**config.mk**
```make
export PLATFORM = sky130hd
export DESIGN_NAME = tsm_monomial_pipe
export DESIGN_NICKNAME = d
export VERILOG_FILES = /design/src/rtl/tsm_monomial_pipe.sv
export SDC_FILE = /design/constraint.sdc
export NUM_CORES = 1
export LEC_CHECK = 0
export CELL_PAD_IN_SITES_DETAIL_PLACEMENT = 0
export CELL_PAD_IN_SITES_GLOBAL_PLACEMENT = 1
export CORE_ASPECT_RATIO = 1.5
export CORE_MARGIN = 5
export CORE_UTILIZATION = 38
export CTS_BUF_LIST = sky130_fd_sc_hd__clkbuf_2 sky130_fd_sc_hd__clkbuf_4 sky130_fd_sc_hd__clkbuf_8
export DETAILED_ROUTE_END_ITERATION = 12
export PLACE_DENSITY_LB_ADDON = 0.1
export SYNTH_ARGS = -nofsm -noshare
export SYNTH_HDL_FRONTEND = slang
export SYNTH_SLANG_ARGS = --single-unit
```
**constraint.sdc**
```tcl
create_clock -name clk -period 1.9 [get_ports clk]
set_input_delay 0.19 -clock clk [delete_from_list [all_inputs] [get_ports clk]]
set_output_delay 0.19 -clock clk [all_outputs]
set_load 0.1 [all_outputs]
```
**src/rtl/tsm_monomial_pipe.sv**
```systemverilog
// Two-stage time-sharing masking: turns a 2-share masking of an NVAR-bit vector into
// 2-share maskings of all 2^NVAR-1 non-constant monomials, with valid/ready flow control.
module tsm_monomial_pipe #(
    parameter int NVAR = 4
) (
    input  logic                       clk,
    input  logic                       rst_n,
    input  logic                       in_valid,
    output logic                       in_ready,
    input  logic [NVAR-1:0]            in_share1,
    input  logic [NVAR-1:0]            in_share2,
    input  logic [(1 << NVAR) - 2:0]   rnd,
    output logic                       rnd_req,
    output logic                       out_valid,
    input  logic                       out_ready,
    output logic [(1 << NVAR) - 2:0]   out_share1,
    output logic [(1 << NVAR) - 2:0]   out_share2
);

    localparam int M = (1 << NVAR) - 1;

    // Handshake: a stage moves when its successor is empty or draining this cycle.
    // in_ready depends on out_ready and registered state only, never on in_valid.
    logic            stage2_free;
    logic            accept;
    logic            advance;

    logic            s1_valid_q, s1_valid_d;
    logic [M-1:0]    a_q, a_d;
    logic [M-1:0]    b_q, b_d;
    logic [NVAR-1:0] s2_q, s2_d;

    logic            out_valid_q, out_valid_d;
    logic [M-1:0]    o1_q, o1_d;
    logic [M-1:0]    o2_q, o2_d;

    logic [M-1:0]    prod1;
    logic [M:0]      p2;
    logic [M-1:0]    mono1;
    logic [M-1:0]    mono2;

    assign stage2_free = !out_valid_q || out_ready;
    assign in_ready    = !s1_valid_q || stage2_free;
    assign accept      = in_valid && in_ready;
    assign advance     = s1_valid_q && stage2_free;
    assign rnd_req     = accept;

    assign out_valid   = out_valid_q;
    assign out_share1  = o1_q;
    assign out_share2  = o2_q;

    // Products of share 1 only; share 2 is kept apart until after the register.
    always_comb begin
        prod1 = '0;
        for (int m = 1; m <= M; m++) begin
            prod1[m-1] = 1'b1;
            for (int i = 0; i < NVAR; i++) begin
                if (((m >> i) & 1) != 0) begin
                    prod1[m-1] = prod1[m-1] & in_share1[i];
                end
            end
        end
    end

    // Products of the registered share 2 over every variable subset; the empty set gives 1.
    always_comb begin
        p2 = '0;
        for (int t = 0; t <= M; t++) begin
            p2[t] = 1'b1;
            for (int i = 0; i < NVAR; i++) begin
                if (((t >> i) & 1) != 0) begin
                    p2[t] = p2[t] & s2_q[i];
                end
            end
        end
    end

    // Each output share combines one register set (A or B) with share-2 cofactors.
    always_comb begin
        mono1 = '0;
        mono2 = '0;
        for (int m = 1; m <= M; m++) begin
            mono1[m-1] = p2[m];
            for (int t = 1; t <= M; t++) begin
                if ((t & m) == t) begin
                    mono1[m-1] = mono1[m-1] ^ (a_q[t-1] & p2[m ^ t]);
                    mono2[m-1] = mono2[m-1] ^ (b_q[t-1] & p2[m ^ t]);
                end
            end
        end
    end

    always_comb begin
        s1_valid_d = s1_valid_q;
        a_d        = a_q;
        b_d        = b_q;
        s2_d       = s2_q;
        if (accept) begin
            s1_valid_d = 1'b1;
            a_d        = prod1 ^ rnd;
            b_d        = rnd;
            s2_d       = in_share2;
        end else if (advance) begin
            s1_valid_d = 1'b0;
        end
    end

    always_comb begin
        out_valid_d = out_valid_q;
        o1_d        = o1_q;
        o2_d        = o2_q;
        if (advance) begin
            out_valid_d = 1'b1;
            o1_d        = mono1;
            o2_d        = mono2;
        end else if (out_ready) begin
            out_valid_d = 1'b0;
        end
    end

    always_ff @(posedge clk or negedge rst_n) begin
        if (!rst_n) begin
            s1_valid_q  <= 1'b0;
            a_q         <= '0;
            b_q         <= '0;
            s2_q        <= '0;
            out_valid_q <= 1'b0;
            o1_q        <= '0;
            o2_q        <= '0;
        end else begin
            s1_valid_q  <= s1_valid_d;
            a_q         <= a_d;
            b_q         <= b_d;
            s2_q        <= s2_d;
            out_valid_q <= out_valid_d;
            o1_q        <= o1_d;
            o2_q        <= o2_d;
        end
    end

endmodule

```
==> qor.csv, run 1 <==
stage,metric,value,unit
logic_synthesis,ys_seq_area_share,43.4,%
cells_and_area,fill_cells,965,
detailed_routing,vias,3033,
worst_setup_path,path_class,reg -> reg,
worst_setup_path,critPathTopFamily,XOR/XNOR gates,
global_routing,grt_pass1_vias,2967,
detailed_routing,drc,0,
clock_tree,clk_path_buf_depth,2,
timing,clock_skew,0.0113,ns
floorplan,die_y,133,um
place,gp_congestion,0.834,
clock_tree,clk-insertion-delay-late,0.35,ns
timing,relSlewSlack,75.5,%
timing,final_max_slew_viol_count,0,
worst_setup_path,required,2.13,ns
timing,period_share,94.9,%
detailed_routing,postRouteAntennaNets,0,
worst_setup_path,critPathBufInv,1,
global_routing,grt_max_degree,67,
hold_path,hold_path.class,in -> async,
logic_synthesis,ys_warn_count,0,
worst_setup_path,cp_max_fo,17,
global_routing,gr-total-overflow,0,
detailed_routing,wl,9790,um
floorplan,die_w,91.7,um
timing,finalSetupViolations,0,
floorplan,core_area,0.00974,sq mm
cells_and_area,seq_area,0.00166,sq mm
clock_tree,clock-sinks,66,
logic_synthesis,ys_ff_latch,66,
floorplan,die_area,0.0122,sq mm
status,status,"finished, final reports clean",
logic_synthesis,netlist_instances,410,
detailed_routing,dr.first_iter.drc_count,111,
timing,post-route-min-period,1.80,ns
timing,fin_tns_setup,0,ns
cells_and_area,fin_nets,519,
worst_setup_path,arrival,2.03,ns
global_routing,grt_pass1_wl,16000,um
worst_setup_path,crit_path_end_kind,register,
clock_tree,cts_tree,done,
cells_and_area,area_growth,32.6,%
timing,finalHoldViolCount,0,
worst_setup_path,worst_setup_path_start_kind,register,
logic_synthesis,syn_avg_cell_area,9.29,sq um
floorplan,rows,44,
logic_synthesis,async_flop_share,100,%
worst_setup_path,worst_path_largest_cell_delay,0.45,ns
logic_synthesis,synth_flop_cell,dfrtp_1,
timing,rsz0062_at_grt,true,
floorplan,start_util,39.1,%
power,power_density,1560,mW/mm^2
cells_and_area,antenna_cells,0,
cells_and_area,multiInputGateArea,0.00205,sq mm
power,p_leak,2.21,nW
timing,setup_slack,0.0973,ns
power,max-vdd-ir-drop,0.465,mV
logic_synthesis,synthesis.nets,437,
global_routing,grt_antenna_before_repair,0,
clock_tree,cts_buffers,9,
place,portBuffers,59,
detailed_routing,viasPerCell,4.96,
place,place_ws,0.0539,ns
worst_setup_path,critPathSlowestCell,dfrtp_2,
clock_tree,htree_levels,3,
detailed_routing,wire_per_inst,16.0,um
place,place.detailed.hpwl,7380,um
worst_setup_path,worstPathCellList,buf_12 > and3b_1 > o21ai_0 > xnor2_1 > nand2_1 > xnor2_2 > xnor2_1 > o21ai_0,
logic_synthesis,synth_edf_count,0,
clock_tree,clkSlewWorstSetupHoldPaths,0.07,ns
floorplan,ioPinCount,60,
detailed_routing,firstDrtPassIters,4,
logic_synthesis,syn_area,0.00381,sq mm
cells_and_area,drive_gt1_share,26.8,%
timing,max_clock_freq,555,MHz
clock_tree,clockRootBuffer,clkbuf_8,
logic_synthesis,synth_cell_types,36,
flow_run,cap_violations,0,
global_routing,grt_use_total,16.6,%
worst_setup_path,r2r_slack,0.1,ns
timing,worstMarginPinSlew,0.358,ns
==> power breakdown <==
group	total, mW	internal [mW]	switching (mW)
clock	1.57	1.00	0.570
combinational	4.20	1.29	2.92
sequential	2.08	1.78	0.297
==> per-layer routing <==
layer / up-vias / GRT usage [%] / wire, um
li1: 1541 / - / -
met1: 1425 / 22.2 / 4440
met2: 57 / 26.8 / 4790
met3: 10 / 3.52 / 393
met4: 0 / 5.45 / 161
met5: - / 0 / 0
==> state kept, by name (all words and copies together), names as in the netlist <==
signal      flops
out_valid       1
s2_q            4
out_share1     15
b_q            15
out_share2     15
a_q            15
s1_valid_q      1
==> synthesized netlist by cell type (3+ instances only) <==
library cell	number	area [sq um]
nand2_1	91	342
dfrtp_1	66	1650
o21ai_0	62	310
xnor2_1	35	307
xor2_1	30	263
mux2_2	26	293
clkbuf_1	20	75.1
nand2b_1	10	62.6
buf_2	9	45.0
nand3_1	8	40.0
a22oi_1	6	45.0
a21oi_1	5	25.0
a22o_1	5	43.8
inv_1	4	15.0
a32oi_1	3	26.3
mux2i_1	3	30.0
nor2_1	3	11.3
==> layout by cell type (no fill, tap or decap), types with 3 or more instances in the layout <==
master	n
nand3_1	8
a22oi_1	6
nand2b_1	10
o21ai_1	6
buf_12	6
clkdlybuf4s50_1	25
a21oi_1	4
nor2_1	3
buf_4	66
inv_1	3
xnor2_1	33
dfrtp_1	61
bufinv_16	4
a32oi_1	3
mux2_2	25
o21ai_0	58
dfrtp_2	4
xor2_1	29
a22o_1	5
nand2_1	90
clkbuf_8	9
==> worst min-delay path: cells and delay by family <==
family | cells | cell delay (ns)
buffers and inverters | 3 | 0.94
==> stage by stage <==
step	hold slack [ns]	cell area (sq um)	power, mW	cells	util [%]
global route	0.412	5050	8.24	612	51.8
global placement	0.238	4660	6.19	587	47.8
detailed placement	0.237	4660	6.23	587	47.8
finish	0.379	5050	7.85	612	51.8
CTS	0.386	4930	7.82	604	50.6
floorplan	-0.106	3830	5.18	410	-
==> logic make-up (layout without fill, tap and decap cells) <==
group,after synthesis,after routing,share of synthesized area (%)
flops,66,66,43.4
mux,29,29,8.48
simple gates,119,119,13.3
compound gates,93,93,14.1
xor+xnor,68,68,16.8
buf+inv,35,122,3.94
==> layout make-up <==
cell class / count / share of cell area [%]
multi-input cells: 309 / 40.6
flip-flops and latches: 66 / 32.9
repair buffers: 102 / 18.1
well taps: 115 / 2.85
clock inverters: 7 / 2.80
clock buffers: 9 / 2.45
inverters: 4 / 0.372
==> final timing paths <==
check,start,end,cells past startpoint
max,s2_q[0]$_DFFE_PN0P_,out_share2[14]$_DFFE_PN0P_,8
min,rst_n,out_valid$_DFFE_PN0P_,3
max reg2reg,s2_q[0]$_DFFE_PN0P_,out_share2[14]$_DFFE_PN0P_,8
min reg2reg,out_share2[8]$_DFFE_PN0P_,out_share2[8]$_DFFE_PN0P_,2
max in group asynchronous,rst_n,s2_q[2]$_DFFE_PN0P_,3
min in group clk,in_share2[3],s2_q[3]$_DFFE_PN0P_,3
==> timing repair <==
action / in CTS / in global routing
resized for setup: 0 / 18
buffers inserted: 0 / 7
hold buffers: 1 / 0
endpoints found under the setup margin: 0 / 7
endpoints found under the hold margin: 66 / 0
Note: power is estimated with default switching activity, not from simulation.
==> run 2, diff against run 1 <==
PLACE_DENSITY = 0.82   (was not set)
PLACE_DENSITY_LB_ADDON = not set   (was 0.1)
==> qor.csv, run 2 (synthesis gave the netlist of run 1 again) <==
stage,metric,value,unit
status,status,"finished, final reports clean",
flow_run,cap_violations,0,
detailed_routing,wire_per_inst,15.1,um
clock_tree,clk_path_buf_depth,2,
power,p_leak,2.19,nW
cells_and_area,area_growth,31.2,%
cells_and_area,fill_cells,924,
global_routing,grt_max_degree,50,
clock_tree,clkSlewWorstSetupHoldPaths,0.07,ns
timing,period_share,98.1,%
place,portBuffers,59,
place,gp_congestion,0.903,
worst_setup_path,critPathSlowestCell,dfrtp_1,
cells_and_area,design_area,0.00499,sq mm
floorplan,rows,44,
clock_tree,clock-sinks,66,
worst_setup_path,worst_setup_path_start_kind,register,
timing,setup_slack,0.0362,ns
clock_tree,cts_buffers,9,
floorplan,die_y,133,um
global_routing,grt_pass1_wl,15200,um
floorplan,die_area,0.0122,sq mm
timing,max_clock_freq,537,MHz
timing,fin_tns_setup,0,ns
detailed_routing,drc,0,
worst_setup_path,required,2.17,ns
clock_tree,clk-insertion-delay-late,0.35,ns
timing,relSlewSlack,57.2,%
global_routing,grt_antenna_before_repair,0,
timing,finalHoldViolCount,0,
detailed_routing,vias,3021,
timing,clock_skew,0.00848,ns
timing,whs,0.386,ns
cells_and_area,final_common_cell,nand2_1,
worst_setup_path,critPathBufInv,1,
worst_setup_path,worst_path_largest_cell_delay,0.40,ns
floorplan,ioPinCount,60,
cells_and_area,drive_gt1_share,26.6,%
global_routing,grt_use_total,15.7,%
worst_setup_path,arrival,2.13,ns
cells_and_area,layout_common_cells,"nand2_1 (90), buf_4 (72), dfrtp_1 (62), o21ai_0 (56), xnor2_1 (33)",
detailed_routing,dr.first_iter.drc_count,140,
clock_tree,htree_levels,3,
place,place_ws,0.0486,ns
detailed_routing,firstDrtPassIters,5,
timing,post-route-min-period,1.86,ns
power,fin_total_pwr,7.45,mW
power,power_density,1490,mW/mm^2
hold_path,hold_path.class,in -> reg,
detailed_routing,viasPerCell,4.91,
global_routing,gr-total-overflow,0,
timing,worstMarginPinSlew,0.643,ns
timing,final_max_slew_viol_count,0,
global_routing,grt_pass1_vias,2886,
place,placed_area,0.00470,sq mm
worst_setup_path,critical_path.most_common_cell,nand2_1,
power,max-vdd-ir-drop,0.482,mV
timing,rsz0062_at_grt,true,
detailed_routing,wl,9290,um
clock_tree,clockRootBuffer,clkbuf_8,
clock_tree,cts_tree,done,
worst_setup_path,worstPathCellList,buf_4 > nand2_1 > mux2_2 > a22o_1 > nand2_1 > xnor2_1 > xnor3_1 > o21ai_1,
cells_and_area,antenna_cells,0,
worst_setup_path,path_class,reg -> reg,
floorplan,core_area,0.00974,sq mm
timing,finalSetupViolations,0,
floorplan,start_util,39.1,%
cells_and_area,fin_nets,522,
worst_setup_path,crit_path_end_kind,register,
worst_setup_path,critPathTopFamily,flip-flops,
floorplan,die_w,91.7,um
place,place.detailed.hpwl,7400,um
worst_setup_path,cp_max_fo,12,
detailed_routing,postRouteAntennaNets,0,
==> run 2: changes by cell type in the layout (fill, tap and decap cells not counted), moves of 2 or more <==
cell,before,now
buf_4,66,72
bufinv_16,4,1
clkbuf_8,9,11
o21ai_0,58,56
o21ai_1,6,8
==> run 2: repair_timing <==
action	CTS	global route
setup buffers	0	5
hold buffers	1	0
endpoints found under the hold margin	27	0
pin swaps	0	4
setup endpoints to repair	1	7
gates resized for setup	1	12
==> run 2: routing by layer <==
layer,vias up,GRT usage (%),share of wire [%]
li1,1548,-,-
met1,1410,19.3,43
met2,52,26.6,51
met3,11,3.35,4.1
met4,0,6.20,1.6
met5,-,0,0
==> run 2: worst reg2reg max path: stages (launching register included) <==
cell	delay [ns]
dfrtp_1	0.40
buf_4	0.18
nand2_1	0.09
mux2_2	0.34
a22o_1	0.23
nand2_1	0.07
xnor2_1	0.12
xnor3_1	0.24
o21ai_1	0.12
==> run 2: final timing paths <==
kind / from / end / slack, ns / cells past startpoint
max: s2_q[1]$_DFFE_PN0P_ / out_share1[14]$_DFFE_PN0P_ / 0.04 / 8
min: in_share2[2] / s2_q[2]$_DFFE_PN0P_ / 0.39 / 3
max reg2reg: s2_q[1]$_DFFE_PN0P_ / out_share1[14]$_DFFE_PN0P_ / 0.04 / 8
min reg2reg: out_share1[11]$_DFFE_PN0P_ / out_share1[11]$_DFFE_PN0P_ / 0.48 / 2
max in group asynchronous: rst_n / a_q[11]$_DFFE_PN0P_ / 0.85 / 3
min in group asynchronous: rst_n / out_share2[0]$_DFFE_PN0P_ / 0.40 / 2
==> run 2: power breakdown <==
group	internal, mW	switching (mW)
Combinational	1.26	2.91
Sequential	1.78	0.285
Clock	0.690	0.527
==> run 2: final cells by class <==
cell class,count,area (sq um),share of cell area (%)
multi-input combinational,309,2040,40.8
sequential,66,1660,33.2
timing repair buffer,105,926,18.5
clock buffer,12,159,3.18
clock inverter,4,50.0,1.00
inverter,4,18.8,0.376
tap,115,144,2.88
==> run 2: per-stage QoR <==
stage	cells	utilization, %
after floorplan	410	-
after global placement	593	48.3
after detailed placement	593	48.3
after CTS	610	50.5
after global routing	615	51.2
final	615	51.2
==> run 3, diff against run 2 <==
ABC_AREA = 1   (was not set)
CORE_UTILIZATION = 37   (was 38)
PLACE_DENSITY = 0.83   (was 0.82)
==> qor.csv, run 3 <==
stage,metric,value,unit
logic_synthesis,ys_ff_latch,66,
cells_and_area,drive_gt1_share,14.4,%
cells_and_area,antenna_cells,0,
worst_setup_path,arrival,1.54,ns
logic_synthesis,synth_common_cells,"nand2_1 (208), dfrtp_1 (66), o21ai_0 (41), xor2_1 (40), inv_1 (38)",
timing,final_max_slew_viol_count,0,
timing,period_share,91.0,%
clock_tree,cts_buffers,9,
detailed_routing,drc,0,
logic_synthesis,synth_cell_types,25,
power,max-vdd-ir-drop,0.515,mV
detailed_routing,wl,9650,um
detailed_routing,dr.first_iter.drc_count,151,
worst_setup_path,required,1.71,ns
detailed_routing,vias,3354,
detailed_routing,firstDrtPassIters,4,
place,place_ws,0.133,ns
cells_and_area,fill_cells,1051,
power,fin_total_pwr,7.45,mW
timing,fin_tns_setup,0,ns
clock_tree,clock-sinks,66,
global_routing,gr-total-overflow,0,
timing,finalHoldViolCount,0,
floorplan,rows,46,
floorplan,die_y,136,um
clock_tree,clk-insertion-delay-late,0.35,ns
timing,max_clock_freq,578,MHz
logic_synthesis,synth_edf_count,0,
clock_tree,cts_tree,done,
timing,finalSetupViolations,0,
floorplan,ioPinCount,60,
status,status,"finished, final reports clean",
floorplan,die_area,0.0127,sq mm
detailed_routing,wire_per_inst,13.4,um
power,power_density,1540,mW/mm^2
floorplan,core_area,0.0104,sq mm
worst_setup_path,reg2reg_to,out_share2[14]$_DFFE_PN0P_,
flow_run,cap_violations,0,
worst_setup_path,path_class,reg -> out,
cells_and_area,final_common_cell,nand2_1,
cells_and_area,layout_common_cells,"nand2_1 (208), dfrtp_1 (63), buf_4 (42), o21ai_0 (41), xor2_1 (40)",
logic_synthesis,ys_top_cells_by_area,"dfrtp_1 (42%), nand2_1 (20%), xor2_1 (9.0%), xnor2_1 (5.6%), o21ai_0 (5.3%)",
logic_synthesis,ys_seq_area_share,42.4,%
global_routing,grt_antenna_before_repair,0,
timing,clock_skew,0.00665,ns
place,gp_congestion,0.922,
worst_setup_path,worst_path_largest_cell_delay,0.50,ns
detailed_routing,postRouteAntennaNets,0,
detailed_routing,met1_length,4090,um
power,combPwrFrac,56.9,%
global_routing,grt_pass1_wl,15900,um
clock_tree,htree_levels,3,
power,power.switching,4.01,mW
worst_setup_path,r2r_slack,0.18,ns
global_routing,grt_use_total,16.0,%
detailed_routing,dr.max_layer_used,met4,
power,p_int,3.44,mW
cells_and_area,fin_nets,600,
logic_synthesis,syn_area,0.00389,sq mm
timing,rsz0062_at_grt,false,
timing,setup_slack,0.171,ns
cells_and_area,utilization,46.3,%
logic_synthesis,syn_avg_cell_area,7.63,sq um
detailed_routing,wl_met2,4790,um
logic_synthesis,ys_warn_count,0,
cells_and_area,area_growth,24.0,%
logic_synthesis,synthesis.nets,537,
clock_tree,clk_path_buf_depth,2,
timing,relSlewSlack,72.2,%
power,p_seq_share,28.5,%
logic_synthesis,synth.top_cell.area_share,42.4,%
logic_synthesis,synth_flop_cell,dfrtp_1,
power,switching_share,53.8,%
logic_synthesis,synthMostInstantiatedCell,nand2_1,
timing,whs,0.386,ns
logic_synthesis,netlist_instances,510,
hold_path,hold_path.class,in -> async,
detailed_routing,viasPerCell,4.65,
global_routing,grt_pass1_vias,3243,
floorplan,die_w,93.7,um
power,clkPwrFrac,14.7,%
logic_synthesis,async_flop_share,100,%
worst_setup_path,cp_max_fo,6,
timing,worstMarginPinSlew,0.416,ns
timing,post-route-min-period,1.73,ns
clock_tree,clkSlewWorstSetupHoldPaths,0.07,ns
global_routing,grt_max_degree,67,
worst_setup_path,critPathSlowestCell,dfrtp_4,
worst_setup_path,reg2regPathDepth,10,
clock_tree,clockRootBuffer,clkbuf_8,
worst_setup_path,worstPathCellList,nand3_4 > nand2_1 > inv_1 > buf_12,
worst_setup_path,worst_setup_path_start_kind,register,
cells_and_area,seq_area,0.00166,sq mm
place,place.detailed.hpwl,7770,um
worst_setup_path,crit_path_end_kind,output port,
clock_tree,post_cts_buffers,0,
detailed_routing,met3_length,492,um
logic_synthesis,synth.largest_area_cell,dfrtp_1,
cells_and_area,multiInputGateArea,0.00198,sq mm
place,portBuffers,59,
worst_setup_path,worstReg2RegStart,s2_q[0]$_DFFE_PN0P_,
power,p_leak,2.38,nW
floorplan,start_util,37.4,%
run 3: changes by cell type in the layout (fill, tap and decap cells not counted), moves of 10 or more:
cell      before  now
nand2b_1      10    0
nand2_1       90  208
buf_4         72   42
xor2_1        30   40
nor2_1         3   17
inv_1          3   38
nand3_1        8   23
o21ai_0       56   41
mux2_2        26    0
run 3: power by group through the flow:
stage / Sequential [mW] / Combinational, mW / Clock [mW]
after detailed placement: 2.15 / 4.26 / 0
after global routing: 2.17 / 4.50 / 1.18
after floorplan: 4.17 / 1.26 / 0
final: 2.12 / 4.23 / 1.09
after global placement: 2.14 / 4.22 / 0
after CTS: 2.12 / 4.27 / 1.13
run 3: metal layers:
layer,global-route usage (%),up-vias
met3,2.95,19
met5,0,-
li1,-,1701
met2,26.2,98
met4,8.35,0
met1,19.8,1536
run 3: critical path, delay by kind of cell, from the launching register on:
family,cells,cell delay (ns)
AND/OR/NAND/NOR,2,0.25
buffers and inverters,2,0.44
flip-flops,1,0.50
run 3: worst max-delay path by stage:
stage                                startpoint                    endpoint  slack, ns
after floorplan           out_valid$_DFFE_PN0P_         s2_q[2]$_DFFE_PN0P_       0.04
final                     out_valid$_DFFE_PN0P_                     rnd_req       0.17
after global routing        s2_q[3]$_DFFE_PN0P_  out_share1[14]$_DFFE_PN0P_       0.01
after detailed placement    s2_q[0]$_DFFE_PN0P_  out_share1[14]$_DFFE_PN0P_       0.13
after CTS                   s2_q[0]$_DFFE_PN0P_  out_share1[14]$_DFFE_PN0P_       0.12
after global placement      s2_q[0]$_DFFE_PN0P_  out_share1[10]$_DFFE_PN0P_       0.20
run 3: metrics by stage:
step,instances,instance area (sq um)
3_3_place_gp,705,4620
2_1_floorplan,510,3910
3_5_place_dp,705,4620
6_report,722,4830
5_1_grt,722,4830
4_1_cts,722,4820
run 3: cell type report:
cell class              instances  share of cell area [%]
repair buffers                 74                    13.9
inverters                      39                    3.03
clock inverters                 2                   0.207
flip-flops and latches         66                    34.3
clock buffers                  14                    3.73
well taps                     144                    3.73
multi-input cells             383                    41.0
run 3: kinds of logic after synthesis:
group	synth area share, %
flip-flops	42.4
AND/OR/NAND/NOR	27.8
AO/OA/AOI/OAI	6.40
buffers and inverters	7.04
XOR/XNOR	16.3
run 3: repair_timing:
item / in CTS / in global routing
resized for setup: 0 / 4
endpoints found under the setup margin: 0 / 3
hold buffers: 1 / 0
hold endpoints to repair: 66 / 0
==> patch (flow settings as in run 3) <==
Take the reset off `a_q`, `b_q`, `s2_q`, `o1_q` and `o2_q` and load them in a clocked block of their own.
--- a/src/rtl/tsm_monomial_pipe.sv
+++ b/src/rtl/tsm_monomial_pipe.sv
@@ -121,21 +121,19 @@
     always_ff @(posedge clk or negedge rst_n) begin
         if (!rst_n) begin
             s1_valid_q  <= 1'b0;
-            a_q         <= '0;
-            b_q         <= '0;
-            s2_q        <= '0;
             out_valid_q <= 1'b0;
-            o1_q        <= '0;
-            o2_q        <= '0;
         end else begin
             s1_valid_q  <= s1_valid_d;
-            a_q         <= a_d;
-            b_q         <= b_d;
-            s2_q        <= s2_d;
             out_valid_q <= out_valid_d;
-            o1_q        <= o1_d;
-            o2_q        <= o2_d;
         end
+    end
+
+    always_ff @(posedge clk) begin
+        a_q  <= a_d;
+        b_q  <= b_d;
+        s2_q <= s2_d;
+        o1_q <= o1_d;
+        o2_q <= o2_d;
     end
 
 endmodule
Check against the original RTL: differs if rst_n is asserted again (counterexample within 4 cycles, from zero or initial values and one cycle with rst_n low); with rst_n held inactive, the same outputs for 4 cycles.
==> patch against run 3 <==
Synthesized area down 8.9%; non-clock buffer count up 10; sequential cell count unchanged; wire length down 23%; worst setup slack worse by 24 ps; die area down 8.1%; cell area down 4.1%; largest cell class is now sequential cells.
Power is not compared: it rests on default switching activity, and its combinational part moved more than twofold at a synthesized area within 25%.
==> patch: results (changes against run 3) <==
.. list-table::
   :header-rows: 1

   * - Metric
     - Value
   * - Run status
     - finished clean
   * - Share of post-route cells with drive strength above 1
     - 20.0% (+5.7 points)
   * - Slew headroom
     - 77.6% (+5.4 points)
   * - Required time worst endpoint
     - 2000 ps (+290 ps)
   * - Predominant post-synthesis flop cell
     - sky130_fd_sc_hd__edfxtp_1
   * - Drt first-iter violations
     - 110 (-27%)
   * - Final Instance Count excl. Fillers
     - 566 (-22%)
   * - Reg2reg setup slack
     - 150 ps (-30 ps)
   * - FFs w/ async S/R, synth
     - 3.03% (-97 points)
   * - Number of placed instances with taps included
     - 539 (-24%)
   * - Wire length of the first global-routing pass
     - 12,100 um (-24%)
   * - GR met3 Demand/Resource
     - 3.46% (+0.51 points)
   * - Weighted congestion at the end of routability-driven global placement
     - 0.850 (-7.8%)
   * - Startpoint of the lowest-slack register-to-register path
     - s2_q[0]
   * - Post-placement cell area
     - 0.00432 mm2 (-6.4%)
   * - Met2 global-route usage
     - 24.2% (-2.0 points)
   * - Total nets after synthesis
     - 389 (-28%)
   * - Largest net degree at the start of global routing
     - 31 (-54%)
   * - Largest fanout on the critical path
     - 21 (+15)
   * - Worst setup timing slack at the placement stage
     - 102 ps (-31.6 ps)
   * - Mean Syn Cell Area
     - 9.80 um2 (+28%)
   * - Largest stage delay on the critical path
     - 420 ps (-80 ps)
   * - Worst clock skew
     - 10.4 ps (+3.75 ps)
   * - Overall Global Routing Usage
     - 13.3% (-2.7 points)
   * - Via count of the first global-routing pass
     - 2,490 (-23%)
   * - Final worst hold slack
     - 397 ps (+10.8 ps)
   * - Post-DR wirelength/cell
     - 13.1 um (-2.1%)
   * - Average via count per standard cell
     - 4.50 (-3.1%)
   * - Crit-path slowest cell
     - sky130_fd_sc_hd__edfxtp_1
   * - Synth top area cells
     - sky130_fd_sc_hd__edfxtp_1 (54%), sky130_fd_sc_hd__nand2_1 (13%), sky130_fd_sc_hd__xor2_1 (7.7%)
   * - Metal2 WL
     - 3960 um (-17%)
   * - End of the worst register-to-register path
     - out_share1[12]
   * - Sequential share of the synthesized area
     - 55.6% (+13 points)
   * - Wire length the detailed router placed on met1
     - 2940 um (-28%)
   * - Final-stage net count
     - 476 (-21%)
   * - Post-synthesis cell type count
     - 28 (+12%)
   * - Grt met1 use
     - 14.2% (-5.6 points)
==> patch: cell count changes in the layout (fill, tap and decap cells not counted), sizes merged, moves of 4 or more <==
| cell | change |
|---|---|
| nand2 | -84 |
| dfrtp | -64 |
| edfxtp | +64 |
| o21ai | -45 |
| xor2 | -10 |
| buf | +9 |
| inv | +6 |
| nor2 | -6 |
| clkinvlp | +5 |
| clkbuf | -4 |
==> patch: logic make-up after synthesis <==
family	synth area share (%)
flip-flops	55.6
AND/OR/NAND/NOR	20.6
buffers and inverters	6.88
AO/OA/AOI/OAI	0.917
XOR/XNOR	15.9
==> patch: area by class of cell <==
class                           instances  area [um2]
Clock buffer                           10         131
Clock inverter                          6        68.8
Fill cell                             904        4680
Inverter                               46         176
Multi-Input combinational cell        242        1380
Sequential cell                        66        1980
Tap cell                              112         140
Timing Repair Buffer                   84         761
==> patch: report_power, final <==
part | total, W | leakage [nW] | switching (W) | internal, W
combinational | 0.00172 | 1.32 | 0.00123 | 0.000483
sequential | 0.00193 | 0.636 | 0.0000873 | 0.00184
clock | 0.00115 | 0.0881 | 0.000533 | 0.000621
==> patch: timing repair <==
item,in CTS,in global routing
hold buffers,1,0
gates resized for setup,0,7
buffers inserted,0,10
setup endpoints to repair,0,6
endpoints found under the hold margin,2,0
==> patch: worst max-delay path: cells and delay by family, from the launching register on <==
kind / cells / cell delay, ps
xor+xnor: 2 / 390
buf+inv: 2 / 300
flops: 1 / 420
simple gates: 6 / 410
==> patch: how the worst max path moves through the flow <==
stage                     startpoint        endpoint  slack, ps
after detailed placement   out_ready         a_q[11]        100
final                        s2_q[0]  out_share1[12]        150
after global placement       s2_q[1]  out_share1[14]        120
after global routing         s2_q[0]  out_share2[14]         10
after floorplan            out_valid          a_q[0]       -590
after CTS                  out_valid         rnd_req         50
